[src/rtl/ex_mem_reg.sv]
// EX/MEM pipeline register. It captures the EX-stage results with stall and flush control.
// It also keeps a saturating count of the bubbles it has inserted.
module ex_mem_reg #(
    parameter int WIDTH    = 32,
    parameter int REG_BITS = 5
) (
    input  logic                clk,
    input  logic                reset,
    input  logic                Stall,
    input  logic                Flush,
    input  logic                ValidIn,
    input  logic                RegWriteIn,
    input  logic                MemtoRegIn,
    input  logic                BranchIn,
    input  logic                MemReadIn,
    input  logic                MemWriteIn,
    input  logic                ZeroIn,
    input  logic [WIDTH-1:0]    BranchTargetIn,
    input  logic [WIDTH-1:0]    ALUResultIn,
    input  logic [WIDTH-1:0]    WriteDataIn,
    input  logic [REG_BITS-1:0] WriteRegIn,
    output logic                ValidOut,
    output logic                RegWrite,
    output logic                MemtoReg,
    output logic                Branch,
    output logic                MemRead,
    output logic                MemWrite,
    output logic                Zero,
    output logic [WIDTH-1:0]    BranchTarget,
    output logic [WIDTH-1:0]    ALUResult,
    output logic [WIDTH-1:0]    WriteData,
    output logic [REG_BITS-1:0] WriteReg,
    output logic [15:0]         BubbleCount
);

    logic                r_valid;
    logic                r_reg_write;
    logic                r_mem_to_reg;
    logic                r_branch;
    logic                r_mem_read;
    logic                r_mem_write;
    logic                r_zero;
    logic [WIDTH-1:0]    r_branch_target;
    logic [WIDTH-1:0]    r_alu_result;
    logic [WIDTH-1:0]    r_write_data;
    logic [REG_BITS-1:0] r_write_reg;
    logic [15:0]         r_bubble_count;

    logic w_load;
    logic w_bubble;
    logic w_count_sat;

    // A flush overrides a stall. A non-stalled invalid EX slot is also a bubble.
    assign w_load      = Flush | ~Stall;
    assign w_bubble    = Flush | (~Stall & ~ValidIn);
    assign w_count_sat = (r_bubble_count == 16'hFFFF);

    always_ff @(posedge clk or posedge reset) begin
        if (reset) begin
            r_valid        <= 1'b0;
            r_reg_write    <= 1'b0;
            r_mem_to_reg   <= 1'b0;
            r_branch       <= 1'b0;
            r_mem_read     <= 1'b0;
            r_mem_write    <= 1'b0;
        end else if (w_load) begin
            r_valid        <= ~w_bubble;
            r_reg_write    <= ~w_bubble & RegWriteIn;
            r_mem_to_reg   <= ~w_bubble & MemtoRegIn;
            r_branch       <= ~w_bubble & BranchIn;
            r_mem_read     <= ~w_bubble & MemReadIn;
            r_mem_write    <= ~w_bubble & MemWriteIn;
        end
    end

    // Datapath fields load even on bubbles, so their content stays deterministic.
    always_ff @(posedge clk or posedge reset) begin
        if (reset) begin
            r_zero          <= 1'b0;
            r_branch_target <= '0;
            r_alu_result    <= '0;
            r_write_data    <= '0;
            r_write_reg     <= '0;
        end else if (w_load) begin
            r_zero          <= ZeroIn;
            r_branch_target <= BranchTargetIn;
            r_alu_result    <= ALUResultIn;
            r_write_data    <= WriteDataIn;
            r_write_reg     <= WriteRegIn;
        end
    end

    always_ff @(posedge clk or posedge reset) begin
        if (reset) begin
            r_bubble_count <= 16'h0000;
        end else if (w_bubble && !w_count_sat) begin
            r_bubble_count <= r_bubble_count + 16'h0001;
        end
    end

    assign ValidOut     = r_valid;
    assign RegWrite     = r_reg_write;
    assign MemtoReg     = r_mem_to_reg;
    assign Branch       = r_branch;
    assign MemRead      = r_mem_read;
    assign MemWrite     = r_mem_write;
    assign Zero         = r_zero;
    assign BranchTarget = r_branch_target;
    assign ALUResult    = r_alu_result;
    assign WriteData    = r_write_data;
    assign WriteReg     = r_write_reg;
    assign BubbleCount  = r_bubble_count;

endmodule
[config.mk]
export PLATFORM = sky130hd
export DESIGN_NAME = ex_mem_reg
export DESIGN_NICKNAME = d
export VERILOG_FILES = /design/src/rtl/ex_mem_reg.sv
export SDC_FILE = /design/constraint.sdc
export NUM_CORES = 1
export LEC_CHECK = 0
export CAP_MARGIN = 30
export CORE_MARGIN = 4
export CORE_UTILIZATION = 50
export DETAILED_ROUTE_END_ITERATION = 10
export DONT_BUFFER_PORTS = 1
export PLACE_DENSITY = 0.75
export RECOVER_POWER = 25
export SYNTH_ARGS = -nofsm -noshare
export SYNTH_HDL_FRONTEND = slang
export SYNTH_SLANG_ARGS = --single-unit
[constraint.sdc]
create_clock -name clk -period 4.15 [get_ports clk]
set_input_delay 0.415 -clock clk [delete_from_list [all_inputs] [get_ports clk]]
set_output_delay 0.415 -clock clk [all_outputs]
set_load 0.01 [all_outputs]
==> flow_summary.ini, run 1 <==
[floorplanning]
coreArea_um2 = 9328
start_util_pct = 51.78
die_w_um = 106.3
die-height_um = 106.3
ios = 236
row_count = 35
die_area_um2 = 11300

[yosys]
syn_avg_cell_area_um2 = 15.53
synth_area_leaders = dfrtp_1, mux2_2, xor2_1
synth_seq_cells = 124
syn_nets = 424
synth.largest_area_cell = dfrtp_1
synth_top_area_share_pct = 64.25
synthCells = 311
async_reset_ff_share_pct = 100.0
ys.warnings.count = 0
ys_seq_area_share_pct = 64.25
synth_edf_count = 0
syn-cell-area_um2 = 4830
synth-main-ff-cell = dfrtp_1
synth_cell_type_count = 30

[timing]
slew_viol_final = 41
tightest_slew_ps = 2002
rsz0062_at_grt = no
finClkSkew_ps = 9.323
finalHoldViolations = 0
fin_tns_setup_ps = 0
slew_headroom_pct = -33.44
fmax_mhz = 405.2
fin_crit_ps = 2468
finalSetupViolCount = 0
fin_crit_sh_pct = 59.47

[cts]
cts_setup_buffers = 0
cts_buffers = 17
cts_tree = built
cts_buffer_depth = 2
htreeDepth = 4
clock-sinks = 124
ctsRootBufferMaster = clkbuf_8
clock_latency_ps = 490
clk_pin_slew_worst_paths_ps = 60

[critical_path]
regToRegSetupSlack_ps = 2220
worstPathArrival_ps = 2840
cp_max_fo = 50
required_ps = 4520
endpoint_kind = register
cp-start-kind = primary input
worst-setup-path-type = in2reg

[cells_and_area]
stdcell_area_um2 = 5655
layout_commonest_cell = dfrtp_1
drive_gt1_share_pct = 43.62
post-route-util_pct = 60.63
n_fill_cell = 715
nNetsFinal = 437
mostFrequentLayoutCells = dfrtp_1, mux2_2, clkbuf_16, nor2_1, xor2_1
syn_to_final_growth_pct = 17.10

[global_route]
grt_overflow = 0
grt_pass1_vias = 2857
grt_antenna_before_repair = 0
grt_pass1_wl_mm = 15.47
track_usage_pct = 17.73
grt_max_degree = 53

[pwr]
p_clk_share_pct = 46.6
comb_power_share_pct = 7.8
p_int_mw = 2.558
p_switching_mw = 0.8563
total_power_mw = 3.414
irDropWorstVdd_mv = 0.3783
swShare_pct = 25.08
power.density_nw_per_um2 = 603.7
leakage_nw = 2.444
seqPwrFrac_pct = 45.6

[place]
dp_hpwl_mm = 7.530
finalWeightedCongestion = 0.7853
placed_area_um2 = 4989
port-buffer-count = 0

[run_status]
status = complete, but fails checks
violations = max-capacitance violations, max-slew violations

[worst_hold_path]
hold_class = in2reg

[routing]
vias = 2613
dr.pass1.iters = 4
wl_per_cell_um = 21.63
routed_wl_mm = 10.10
first_iter_violations = 107
drc_errors = 0
antenna_left = 0
avgViaCountPerCell = 5.595

[flow_run]
drv_cap = 1
==> layer usage <==
metal  track usage, %  routed length, um  share of wire (%)  up-vias
li1                 -                  -                  -     1134
met1            18.46               3471                 34     1310
met2            30.77               5325                 53      153
met3            8.440               1149                 11       16
met4            7.031                155                1.5        0
met5                0                  0                  0        -
==> sequential cells by signal, summed over array words and instances, names as in the netlist <==
signal,flops
ALUResult,32
BranchTarget,32
WriteData,32
BubbleCount,16
WriteReg,5
Branch,1
MemRead,1
MemWrite,1
MemtoReg,1
RegWrite,1
ValidOut,1
Zero,1
==> layout make-up <==
type	count	area (um^2)	area share, %
clock buffers	19	441.7	7.810
clock inverters	13	211.5	3.739
well taps	129	161.4	2.854
multi-input cells	173	1657	29.29
diodes	1	2.502	0.04425
repair buffers	6	70.07	1.239
inverters	2	8.758	0.1549
flip-flops and latches	124	3103	54.87
==> stage by stage <==
step | hold WS (ps) | worst slack, ps | cells
3_3_place_gp | 254.9 | 2005 | 431
4_1_cts | 43.68 | 2258 | 466
3_5_place_dp | 256.5 | 2163 | 432
6_report | 71.11 | 1682 | 467
2_1_floorplan | 481.4 | 435.8 | 311
5_1_grt | 36.28 | 1550 | 466
==> cell usage after synthesis (2+ instances only) <==
cell type and n:
nand2_1 3, and3_1 2, nor4_1 3, nor3_1 6
inv_1 2, xnor2_1 2, nand3_1 7, buf_2 11
xor2_1 9, a22oi_1 5, a21oi_1 4, nand4_2 2
mux2_2 102, nand2b_1 2, nor2_1 11, dfrtp_1 124
nor4b_1 3
==> timing repair <==
item	4_1_cts	5_1_grt
setup endpoints to repair	0	0
gates resized for setup	0	0
endpoints found under the hold margin	27	0
hold buffers	2	0
==> path summary, 6_finish.rpt <==
kind / startpoint / to / cells after the start
max in group asynchronous: reset / WriteData[25]$_DFFE_PP0P_ / 3
setup reg to reg: BubbleCount[0]$_DFFE_PP0P_ / BubbleCount[14]$_DFFE_PP0P_ / 5
setup / recovery: Flush / BranchTarget[14]$_DFFE_PP0P_ / 4
min in group asynchronous: reset / WriteReg[1]$_DFFE_PP0P_ / 2
hold reg to reg: BubbleCount[11]$_DFFE_PP0P_ / BubbleCount[11]$_DFFE_PP0P_ / 1
hold / removal: WriteDataIn[2] / WriteData[2]$_DFFE_PP0P_ / 1
==> power groups by stage <==
stage	clock network (mW)	logic, mW	registers (mW)
2_1_floorplan	0	0.225	1.53
4_1_cts	1.62	0.270	1.56
6_report	1.59	0.266	1.56
5_1_grt	1.69	0.296	1.58
3_5_place_dp	0	0.263	1.58
3_3_place_gp	0	0.246	1.57
==> cells by family (layout without fill, tap and decap cells) <==
kind of cell / Yosys count / count (layout) / synth area share [%]
xor+xnor: 11 / 11 / 1.995
compound gates: 13 / 13 / 2.099
other cells: 0 / 1 / 0
fa+ha+maj: 1 / 1 / 0.2590
buf+inv: 14 / 40 / 1.451
simple gates: 45 / 45 / 5.855
mux: 103 / 103 / 24.09
flops: 124 / 124 / 64.25
==> critical path: stages <==
cell and delay [ps]:
nand2b_1 1430, buf_16 320, buf_4 270, mux2_2 360
Power figures use the tool's default switching activity.
==> inputs of run 2 (changes only) <==
--- a/config.mk
+++ b/config.mk
@@ -5,12 +5,13 @@
 export SDC_FILE = /design/constraint.sdc
 export NUM_CORES = 1
 export LEC_CHECK = 0
+export ABC_AREA = 1
 export CAP_MARGIN = 30
 export CORE_MARGIN = 4
 export CORE_UTILIZATION = 50
 export DETAILED_ROUTE_END_ITERATION = 10
 export DONT_BUFFER_PORTS = 1
-export PLACE_DENSITY = 0.75
+export PLACE_DENSITY = 0.78
 export RECOVER_POWER = 25
 export SYNTH_ARGS = -nofsm -noshare
 export SYNTH_HDL_FRONTEND = slang
==> constraint.sdc (replaced) <==
create_clock -name clk -period 2 [get_ports clk]
set_input_delay 0.2 -clock clk [delete_from_list [all_inputs] [get_ports clk]]
set_output_delay 0.2 -clock clk [all_outputs]
set_load 0.01 [all_outputs]
==> run 2 against run 1 <==
The flow still finishes with violations (max-capacitance violations, max-slew violations). Total power rose by 97%. First-iteration DRC count grew to 3.4 times the previous value. Global-route usage rose by 8.8 points. Final cell count rose by 85%. Sequential share of layout area fell by 9.8 points. Count of clock-buffer cells in the layout down 2. Combinational power grew to 2.6 times the previous value. Worst setup slack got worse by 1400 ps. Non-clock buffer count increased by 111. Via count up 74%. Critical endpoint is now BubbleCount[2]$_DFFE_PP0P_. Largest cell class unchanged.
==> flow_summary.ini, run 2 <==
[pwr]
p_switching_mw = 1.885
p_clk_share_pct = 43.8
total_power_mw = 6.723
leakage_nw = 3.507
seqPwrFrac_pct = 46.1
p_int_mw = 4.837
power.density_nw_per_um2 = 976.2
swShare_pct = 28.05
irDropWorstVdd_mv = 0.5453
comb_power_share_pct = 10.1

[yosys]
synth.largest_area_cell = dfrtp_1
synth_cell_type_count = 21
synth_top_area_share_pct = 61.33
synth_edf_count = 0
syn_nets = 719
synth_seq_cells = 124
ys_seq_area_share_pct = 61.33
syn_avg_cell_area_um2 = 8.350
synth_area_leaders = dfrtp_1, nand2_1, nor2_1
ys_top_cells_by_count = nand2_1, dfrtp_1, nor2_1
syn-cell-area_um2 = 5060
ys.warnings.count = 0
async_reset_ff_share_pct = 100.0
synth-main-ff-cell = dfrtp_1
synthCells = 606
synth.most_common_cell = nand2_1

[floorplanning]
ios = 236
coreArea_um2 = 9819
die-height_um = 108.6
die_area_um2 = 11790
die_w_um = 108.6
start_util_pct = 51.53
row_count = 36

[critical_path]
max_stage_delay_ps = 500
worst_path_max_delay_cell = dfrtp_1
required_ps = 2390
path_cells = ha_1 > nand3_1 > inv_2 > nand3_2 > nor2_1 > nor2_2 > buf_4 > nand2_1 > nand2_1
cp-start-kind = register
worst-setup-path-type = reg2reg
cp_num_buf_inv = 2
path_delay_family = simple AND/OR/NAND/NOR gates
worstPathArrival_ps = 2150
crit_top_cell = nand2_1
endpoint_kind = register
cp_max_fo = 8
regToRegSetupSlack_ps = 240

[timing]
tightest_slew_ps = 1606
fin_tns_setup_ps = 0
fin_crit_ps = 1761
rsz0062_at_grt = no
fin_ws_ps = 238.9
fin_crit_sh_pct = 88.05
slew_headroom_pct = -7.056
hold_ws_ps = 40.74
finClkSkew_ps = 7.623
fmax_mhz = 567.8
slew_viol_final = 96
finalSetupViolCount = 0
finalHoldViolations = 0

[cells_and_area]
mostFrequentLayoutCells = nand2_1, dfrtp_1, dlygate4sd3_1, nor2_1, clkbuf_16
nNetsFinal = 831
post-route-util_pct = 70.13
layout_commonest_cell = nand2_1
syn_to_final_growth_pct = 36.10
stdcell_area_um2 = 6887
regArea_um2 = 3103
instances_no_fill = 865
drive_gt1_share_pct = 6.977
n_fill_cell = 716
multiInputGateArea_um2 = 1779

[place]
finalWeightedCongestion = 0.8724
placed_area_um2 = 5231
port-buffer-count = 0
placedCellCount = 722
pre_cts_ws_ps = 290.5
dp_hpwl_mm = 8.687

[cts]
cts_tree = built
cts_setup_buffers = 0
clock-sinks = 124
clk_pin_slew_worst_paths_ps = 60
cts_buffers = 17
clock_latency_ps = 500
htreeDepth = 4
ctsRootBufferMaster = clkbuf_8
cts_buffer_depth = 2

[routing]
avgViaCountPerCell = 5.244
drc_errors = 0
vias = 4536
routed_wl_mm = 15.46
dr.pass1.iters = 5
wl_per_cell_um = 17.87
first_iter_violations = 365
antenna_left = 0

[flow_run]
drv_cap = 1

[global_route]
track_usage_pct = 26.50
grt_pass1_vias = 4907
grt_max_degree = 108
grt_overflow = 0
grt_pass1_wl_mm = 23.98
grt_antenna_before_repair = 0

[run_status]
status = complete, but fails checks
violations = max-capacitance violations, max-slew violations

[worst_hold_path]
hold_class = in2reg
==> run 2: changes by cell type in the layout (fill, tap and decap cells not counted), moves of 4 or more <==
cell           previous run  this run
nor3_1                    6         0
a21oi_1                   4         0
dlygate4sd3_1             2       110
nor2_1                   11        18
nand4_1                   1         5
buf_12                    0         4
xor2_1                    9         3
inv_1                     1        10
nand3_1                   7        12
nand2_1                   3       391
mux2_2                  102         0
a22oi_1                   5         0
inv_2                     0         4
==> run 2: cell families after synthesis <==
group	share of synthesized area, %
AO/OA/AOI/OAI	0.5688
XOR/XNOR	1.212
adder cells (fa/ha/maj)	0.2472
buffers and inverters	3.363
flip-flops	61.33
AND/OR/NAND/NOR	33.28
==> run 2: final cells by class <==
type                    instances  area share [%]
multi-input cells             443           25.84
flip-flops and latches        124           45.06
clock inverters                15           2.362
inverters                      15          0.8358
diodes                          1         0.03634
well taps                     133           2.416
repair buffers                117           17.44
clock buffers                  17           6.014
==> run 2: path summary, 6_finish.rpt <==
check / from / endpoint / cells after the start
worst min register to register: ALUResult[29]$_DFFE_PP0P_ / ALUResult[29]$_DFFE_PP0P_ / 2
worst min-delay path: Stall / BubbleCount[12]$_DFFE_PP0P_ / 4
worst max-delay path: BubbleCount[0]$_DFFE_PP0P_ / BubbleCount[2]$_DFFE_PP0P_ / 9
max in group asynchronous: reset / BranchTarget[15]$_DFFE_PP0P_ / 3
min in group asynchronous: reset / ALUResult[29]$_DFFE_PP0P_ / 2
worst max register to register: BubbleCount[0]$_DFFE_PP0P_ / BubbleCount[2]$_DFFE_PP0P_ / 9
==> run 2: repair_timing <==
| item | 4_1_cts | 5_1_grt |
|---|---|---|
| hold endpoints to repair | 132 | 0 |
| hold buffers | 110 | 0 |
| resized for setup | 0 | 0 |
==> run 2: worst register-to-register path: stages (launching register included) <==
cell     delay [ps]
dfrtp_1         500
ha_1            290
nand3_1         180
inv_2           110
nand3_2          90
nor2_1          130
nor2_2           50
buf_4           160
nand2_1          80
nand2_1          60
==> run 2: power by group through the flow <==
stage               sequential [mW]  combinational (mW)  clock, mW
finish                         3.10               0.682       2.95
global route                   3.12               0.765       3.09
CTS                            3.09               0.662       3.00
detailed placement             3.12               0.488          0
global placement               3.12               0.451          0
floorplan                      3.05               0.379          0
==> run 2: routing by layer <==
metal	wire length, um	vias up	track usage, %
met4	529	0	13.53
li1	-	2059	-
met2	7948	303	45.15
met3	1635	56	9.134
met5	0	-	0
met1	5342	2118	29.33
